==> config.mk <==
export PLATFORM = sky130hd
export DESIGN_NAME = seq_div
export DESIGN_NICKNAME = d
export VERILOG_FILES = /design/src/rtl/seq_div.sv
export SDC_FILE = /design/constraint.sdc
export NUM_CORES = 1
export LEC_CHECK = 0
export CORE_MARGIN = 3
export CORE_UTILIZATION = 54
export DETAILED_ROUTE_END_ITERATION = 12
export GPL_TIMING_DRIVEN = 0
export PLACE_DENSITY_LB_ADDON = 0.15
export SYNTH_ARGS = -nofsm -noshare
export SYNTH_HDL_FRONTEND = slang
export SYNTH_SLANG_ARGS = --single-unit
==> constraint.sdc <==
create_clock -name clk -period 2.83 [get_ports clk]
set_input_delay 0.849 -clock clk [delete_from_list [all_inputs] [get_ports clk]]
set_output_delay 0.849 -clock clk [all_outputs]
set_load 0.1 [all_outputs]
==> src/rtl/seq_div.sv <==
// Sequential restoring unsigned divider: one quotient bit per clock, start/finish handshake.
// Optional macro DIV_BYZERO_EN adds the dbz output and a one-edge divide-by-zero shortcut.
module seq_div #(
   parameter int N = 8
) (
   input  logic         clk,
   input  logic         reset,
   input  logic         start,
   input  logic [N-1:0] a_in,
   input  logic [N-1:0] b_in,
   output logic [N-1:0] quot,
   output logic [N-1:0] rem,
   output logic         busy,
   output logic         finish
`ifdef DIV_BYZERO_EN
   ,
   output logic         dbz
`endif
);

   localparam int CW = $clog2(N + 1);

   typedef enum logic [1:0] {IDLE, BUSY, DONE} state_t;

   state_t         state_q, state_d;
   logic [N-1:0]   q, d;
   // The N+1-bit partial remainder only exists inside the step; after the
   // subtract it is always below d, so its top bit is never stored.
   logic [N-1:0]   r;
   logic [CW-1:0]  cnt;
   logic           launch, step, complete;
   logic [2*N-1:0] step_res;
`ifdef DIV_BYZERO_EN
   logic           zero_div;
`endif

   function automatic logic [2*N-1:0] div_step(input logic [N-1:0] r_cur,
                                               input logic [N-1:0] q_cur,
                                               input logic [N-1:0] d_cur);
      logic [N:0]   r_sh;
      logic [N-1:0] q_sh;
      r_sh = {r_cur, q_cur[N-1]};
      q_sh = {q_cur[N-2:0], 1'b0};
      if (r_sh >= {1'b0, d_cur}) begin
         r_sh    = r_sh - {1'b0, d_cur};
         q_sh[0] = 1'b1;
      end
      return {r_sh[N-1:0], q_sh};
   endfunction

   assign step_res = div_step(r, q, d);
   assign busy     = (state_q == BUSY);
   assign finish   = (state_q == DONE);

   always_ff @(posedge clk or negedge reset) begin
      if (!reset) state_q <= IDLE;
      else        state_q <= state_d;
   end

   always_comb begin
      state_d  = state_q;
      launch   = 1'b0;
      step     = 1'b0;
      complete = 1'b0;
`ifdef DIV_BYZERO_EN
      zero_div = 1'b0;
`endif
      case (state_q)
         IDLE: begin
            if (start) begin
`ifdef DIV_BYZERO_EN
               if (b_in == '0) begin
                  state_d  = DONE;
                  zero_div = 1'b1;
               end else
`endif
               begin
                  state_d = BUSY;
                  launch  = 1'b1;
               end
            end
         end
         BUSY: begin
            // Dropping start mid-run aborts; the partial result is discarded.
            if (!start) begin
               state_d = IDLE;
            end else begin
               step = 1'b1;
               if (cnt == CW'(1)) begin
                  state_d  = DONE;
                  complete = 1'b1;
               end
            end
         end
         DONE: begin
            if (!start) state_d = IDLE;
         end
         default: state_d = IDLE;
      endcase
   end

   always_ff @(posedge clk or negedge reset) begin
      if (!reset) begin
         q    <= '0;
         d    <= '0;
         r    <= '0;
         cnt  <= '0;
         quot <= '0;
         rem  <= '0;
      end else begin
         if (launch) begin
            q   <= a_in;
            d   <= b_in;
            r   <= '0;
            cnt <= CW'(N);
         end else if (step) begin
            r   <= step_res[2*N-1:N];
            q   <= step_res[N-1:0];
            cnt <= cnt - CW'(1);
         end
         if (complete) begin
            quot <= step_res[N-1:0];
            rem  <= step_res[2*N-1:N];
         end
`ifdef DIV_BYZERO_EN
         if (zero_div) begin
            quot <= '1;
            rem  <= a_in;
         end
`endif
      end
   end

`ifdef DIV_BYZERO_EN
   always_ff @(posedge clk or negedge reset) begin
      if (!reset)                        dbz <= 1'b0;
      else if (zero_div)                 dbz <= 1'b1;
      else if (state_q == DONE && !start) dbz <= 1'b0;
   end
`endif

endmodule
# --- After elaboration in Yosys (flattened, before gate mapping) ---
# Cells that the tools add are included.
classes:
  add_sub_neg: 2
  mul: 0
  div_mod_pow: 0
  order_cmp: 1
  eq_ne: 6
  shifts: 0
  n_mux: 19
  bitwise: 0
  reduce_logical: 3
op_table:
  columns: ["operator", "n"]
  rows:
  - ["$mux W8", 5]
  - ["$ge A9 B8 Y1", 1]
  - ["$mux W2", 4]
  - ["$mux W4", 2]
  - ["$sub A8 B8 Y8", 1]
  - ["$mux W1", 7]
  - ["$pmux W2 S3", 1]
  - ["$eq A4 B1 Y1 const B", 1]
  - ["$ne A2 B2 Y1 const B", 2]
  - ["$sub A4 B1 Y4 const B", 1]
  - ["$ne A3 B2 Y1 const B", 1]
  - ["$reduce_and A3 Y1", 1]
  - ["$eq A2 B1 Y1 const B", 1]
  - ["$eq A2 B2 Y1 const B", 1]
  - ["$logic_not A2 Y1", 1]
  - ["$reduce_bool A2 Y1", 1]
word_totals:
  ff_bits: 46
  latch_bits: 0
  mem_bits_rw: 0
  rom_bits: 0
  inputBits: 19
  output_inout_bits: 18
  wordCells: 38
  mem_count: 0

# --- Logic depth before layout (Yosys ltp) ---
logic_depth:
  depth_word: 4
  depth_mapped: 9
  depth_no_buf: 9

# --- Worst setup path after synthesis ---
# No wires, ideal clock.
synth_path:
  kind: "reg2out"
  startpoint: "register state_q[0]"
  endpoint: "output busy"
  arrival_time_ns: 1.911
  required_time_ns: 1.981
  path_slack_ns: 0.070
  path_stages_with_launch: 4
  n_path_buf: 1
  path_cell_list: "dfrtp_1 > clkbuf_1 > inv_1 > nor2_1"
synth_between:
  elab_chain_cells: 1
synth_rtl:
  columns: ["item", "line_no", "rtl"]
  rows:
  - ["from (decl)", "25", "state_t state_q, state_d;"]
  - ["from (signal assigned)", "57", "else state_q <= state_d;"]
  - ["$eq A2 B1 Y1", "52", "assign busy = (state_q == BUSY);"]
  - ["to (decl)", "13", "output logic busy,"]
# Every way passes these cells.

# --- Worst setup path after layout ---
layout_path:
  startpoint: "register state_q[0]"
  endpoint: "output finish"
layout_between:
  elab_chain_cells: 1
layout_rtl:
  columns: ["item", "line_no", "rtl"]
  rows:
  - ["$eq A2 B2 Y1", "53", "assign finish = (state_q == DONE);"]
  - ["to (decl)", "14", "output logic finish"]
# Every way passes these cells.

==> impl_metrics.yaml <==
run_status:
  status: "finished, final reports clean"
detailed_routing:
  drt-initial-drc-count: 205
  via_per_inst: 5.97
  firstDrtPassIters: 5
  wirelength_mm: 5.74
  num_vias: 2124
  drc: 0
  ant_nets: 0
  wl_per_cell_um: 16.1
setup_path:
  r2r-end: "rem[6]"
  cp_top_family: "buffers and inverters"
  crit_chain: "clkbuf_1 > nor2b_1 > clkdlybuf4s15_1"
  cpPeakStageDelay_ns: 0.85
  cp_slowest_cell: "clkdlybuf4s15_1"
  cp.arrival_ns: 1.88
  path_max_fanout: 8
  crit_type: "reg -> out"
  critPathBufInv: 2
  end_kind: "output pin"
  crit_required_ns: 1.98
  r2r_start: "q[7]"
  r2r_cells: 9
  r2r_setup_slack_ns: 0.45
  startpoint_type: "register"
clock_tree:
  h-tree-depth: 2
  cts_buffer_depth: 2
  cts_sinks: 46
  numCtsBuffers: 5
  cts_hold_buf: 0
  cts_tree: "done"
  clock-root-buffer: "clkbuf_8"
  cts_setup_buffers: 0
  cts.clk_slew.worst_paths_ns: 0.08
  clkLatencyLatePin_ns: 0.29
yosys:
  ys_types: 47
  yosys.area.top_type: "dfrtp_1"
  synth-edff-count: 0
  ys_seq_elements: 46
  synth_top_area_share_pct: 47.3
  syn_area_per_cell_sq_um: 9.31
  syn_inst: 261
  seq_area_frac_synth_pct: 47.3
  synthFlopType: "dfrtp_1"
  yosysWarnings: 0
  syn-num-nets: 291
  syn_area_sq_um: 2430
  synthArstFlopShare_pct: 100
  synth_top_cells_by_area: "dfrtp_1 (47%), nand2_1 (8.5%), ha_1 (5.1%)"
timing:
  hold_violations: 0
  rsz0062_at_grt: "false"
  slew_viol_final: 0
  setup-violations-final: 0
  worst_clock_skew_ns: 0.00482
  min_period_over_period_pct: 96.4
  relSlewSlack_pct: 34.8
  fin_ws_ns: 0.102
  tightest_slew_ns: 0.975
  fin_crit_ns: 2.73
  clock.fmax_mhz: 367
layout:
  drive_gt1_share_pct: 5.23
  areaGrowthSynthToFinish_pct: 22.4
  antennaDiodeCount: 0
  num-nets-final: 335
  final_core_util_pct: 71.3
grt:
  grt_remaining_overflow: 0
  met1_usage_pct: 32.8
  grt_pass1_vias: 1970
  grt_max_degree: 35
  grt_use_met2_pct: 35.1
  grt_usage_pct: 22.6
  grt.busiest_layer: "met2"
  antenna_found_initial: 0
  grt_pass1_wl_mm: 9.43
  use_met3_pct: 4.82
placement:
  pre_cts_ws_ns: -0.0800
  gp_congestion: 0.900
  dpl.hpwl_mm: 4.27
  place.port_buffers: 36
flow_run:
  cap_violations: 0
floorplanning:
  top_level_ports: 37
  start_util_pct: 58.3
  dieArea_sq_um: 5340
  fp.dieH_um: 73.1
  rows: 23
  core_area_sq_um: 4170
  die_w_um: 73.1
worst_hold_path:
  min_path_type: "in -> async"
power:
  power_leakage_nw: 1.38
  max-vdd-ir-drop_uv: 662
  power_density_nw_per_um2: 1080
-- cell usage in the layout, fill, tap and decap left out, drive strengths merged, types with 2 or more instances in the layout --
cell           Yosys  final
a2111oi            2      2
a211o              2      2
a211oi             3      3
a21oi              9      9
a221o              2      2
a31oi              3      3
a41oi              3      3
and2               6      6
buf                5      7
clkbuf             9     16
clkdlybuf4s15      0      2
clkdlybuf4s50      0     33
dfrtp             46     46
ha                10     10
inv               13     13
mux2i              8      8
nand2             55     55
nand2b             2      2
nand3              4      4
nand4              2      2
nor2              12     12
nor2b              2      2
nor3               4      4
o211ai             2      2
o21ai             25     25
o221ai             2      2
o31ai              7      7
o32a               2      2
or3                2      2
xnor2              3      3
-- cell type report --
type                       instances  area (sq um)
fill                             316          1200
timing repair buffer              37           377
tap                               50          62.6
inverter                          13          48.8
sequential                        46          1150
clock buffer                       7          76.3
multi-input combinational        188          1170
clock inverter                     1          30.0
buffer                            14          65.1
-- Yosys cell counts (3+ instances only) --
cell	count
a21oi_1	8
and2_1	6
o21ai_1	3
clkbuf_1	9
nor2_1	12
xnor2_1	3
dfrtp_1	46
a211oi_1	3
mux2i_1	8
a31oi_1	3
nand3_1	4
nor3_1	4
ha_1	10
o21ai_0	22
buf_2	4
a41oi_1	3
o31ai_1	7
inv_1	13
nand2_1	55
-- cells by family (layout without fill, tap and decap cells) --
group / after synthesis / count (layout) / synth area share (%)
AND/OR/NAND/NOR: 95 / 95 / 17.6
buffers and inverters: 27 / 72 / 4.68
multiplexers: 9 / 9 / 3.76
AO/OA/AOI/OAI: 69 / 69 / 19.2
flip-flops: 46 / 46 / 47.3
XOR/XNOR: 4 / 4 / 1.44
adder cells (fa/ha/maj): 11 / 11 / 5.97
-- registers in the layout, summed over array words and instances, names as in the netlist --
| name | flops |
|---|---|
| d | 8 |
| q | 8 |
| quot | 8 |
| r | 8 |
| rem | 8 |
| cnt | 4 |
| state_q | 2 |
-- metrics by stage --
stage / setup TNS, ns / power, mW / hold WS, ns / instances / area (sq um)
after global placement: -16.07 / 2.69 / 0.457 / 347 / 2850
after detailed placement: -0.0800 / 2.73 / 0.462 / 348 / 2870
after floorplan: 0 / 2.30 / 0.460 / 261 / 2430
after CTS: 0 / 3.21 / 0.449 / 356 / 2980
final: 0 / 3.21 / 0.443 / 356 / 2980
after global routing: 0 / 3.38 / 0.450 / 356 / 2980
-- per-layer routing --
layer  wire [um]  up-vias  part of all wire, %
met4          46        0                 0.80
li1            -     1019                    -
met2        2610       86                   46
met3         405        6                  7.1
met1        2670     1013                   47
met5           0        -                    0
-- power by group --
part,switching (mW),total [mW],leakage (nW),internal [mW]
Clock,0.215,0.480,0.0524,0.264
Combinational,1.24,1.77,0.730,0.524
Sequential,0.128,0.966,0.593,0.838
-- timing repair --
item,in CTS,in global routing
endpoints found under the setup margin,2,1
gates cloned,0,0
pin swaps,0,0
gates resized for setup,4,1
-- worst max-delay path by stage --
stage	startpoint	endpoint	slack, ns	cells past startpoint
floorplan	state_q[0]	busy	0.07	3
global placement	reset	quot[6]	-0.35	1
detailed placement	state_q[0]	busy	-0.08	4
CTS	state_q[0]	finish	0.07	3
global route	state_q[0]	finish	0.001	3
finish	state_q[0]	finish	0.10	3
(Power assumes the default switching activity.)
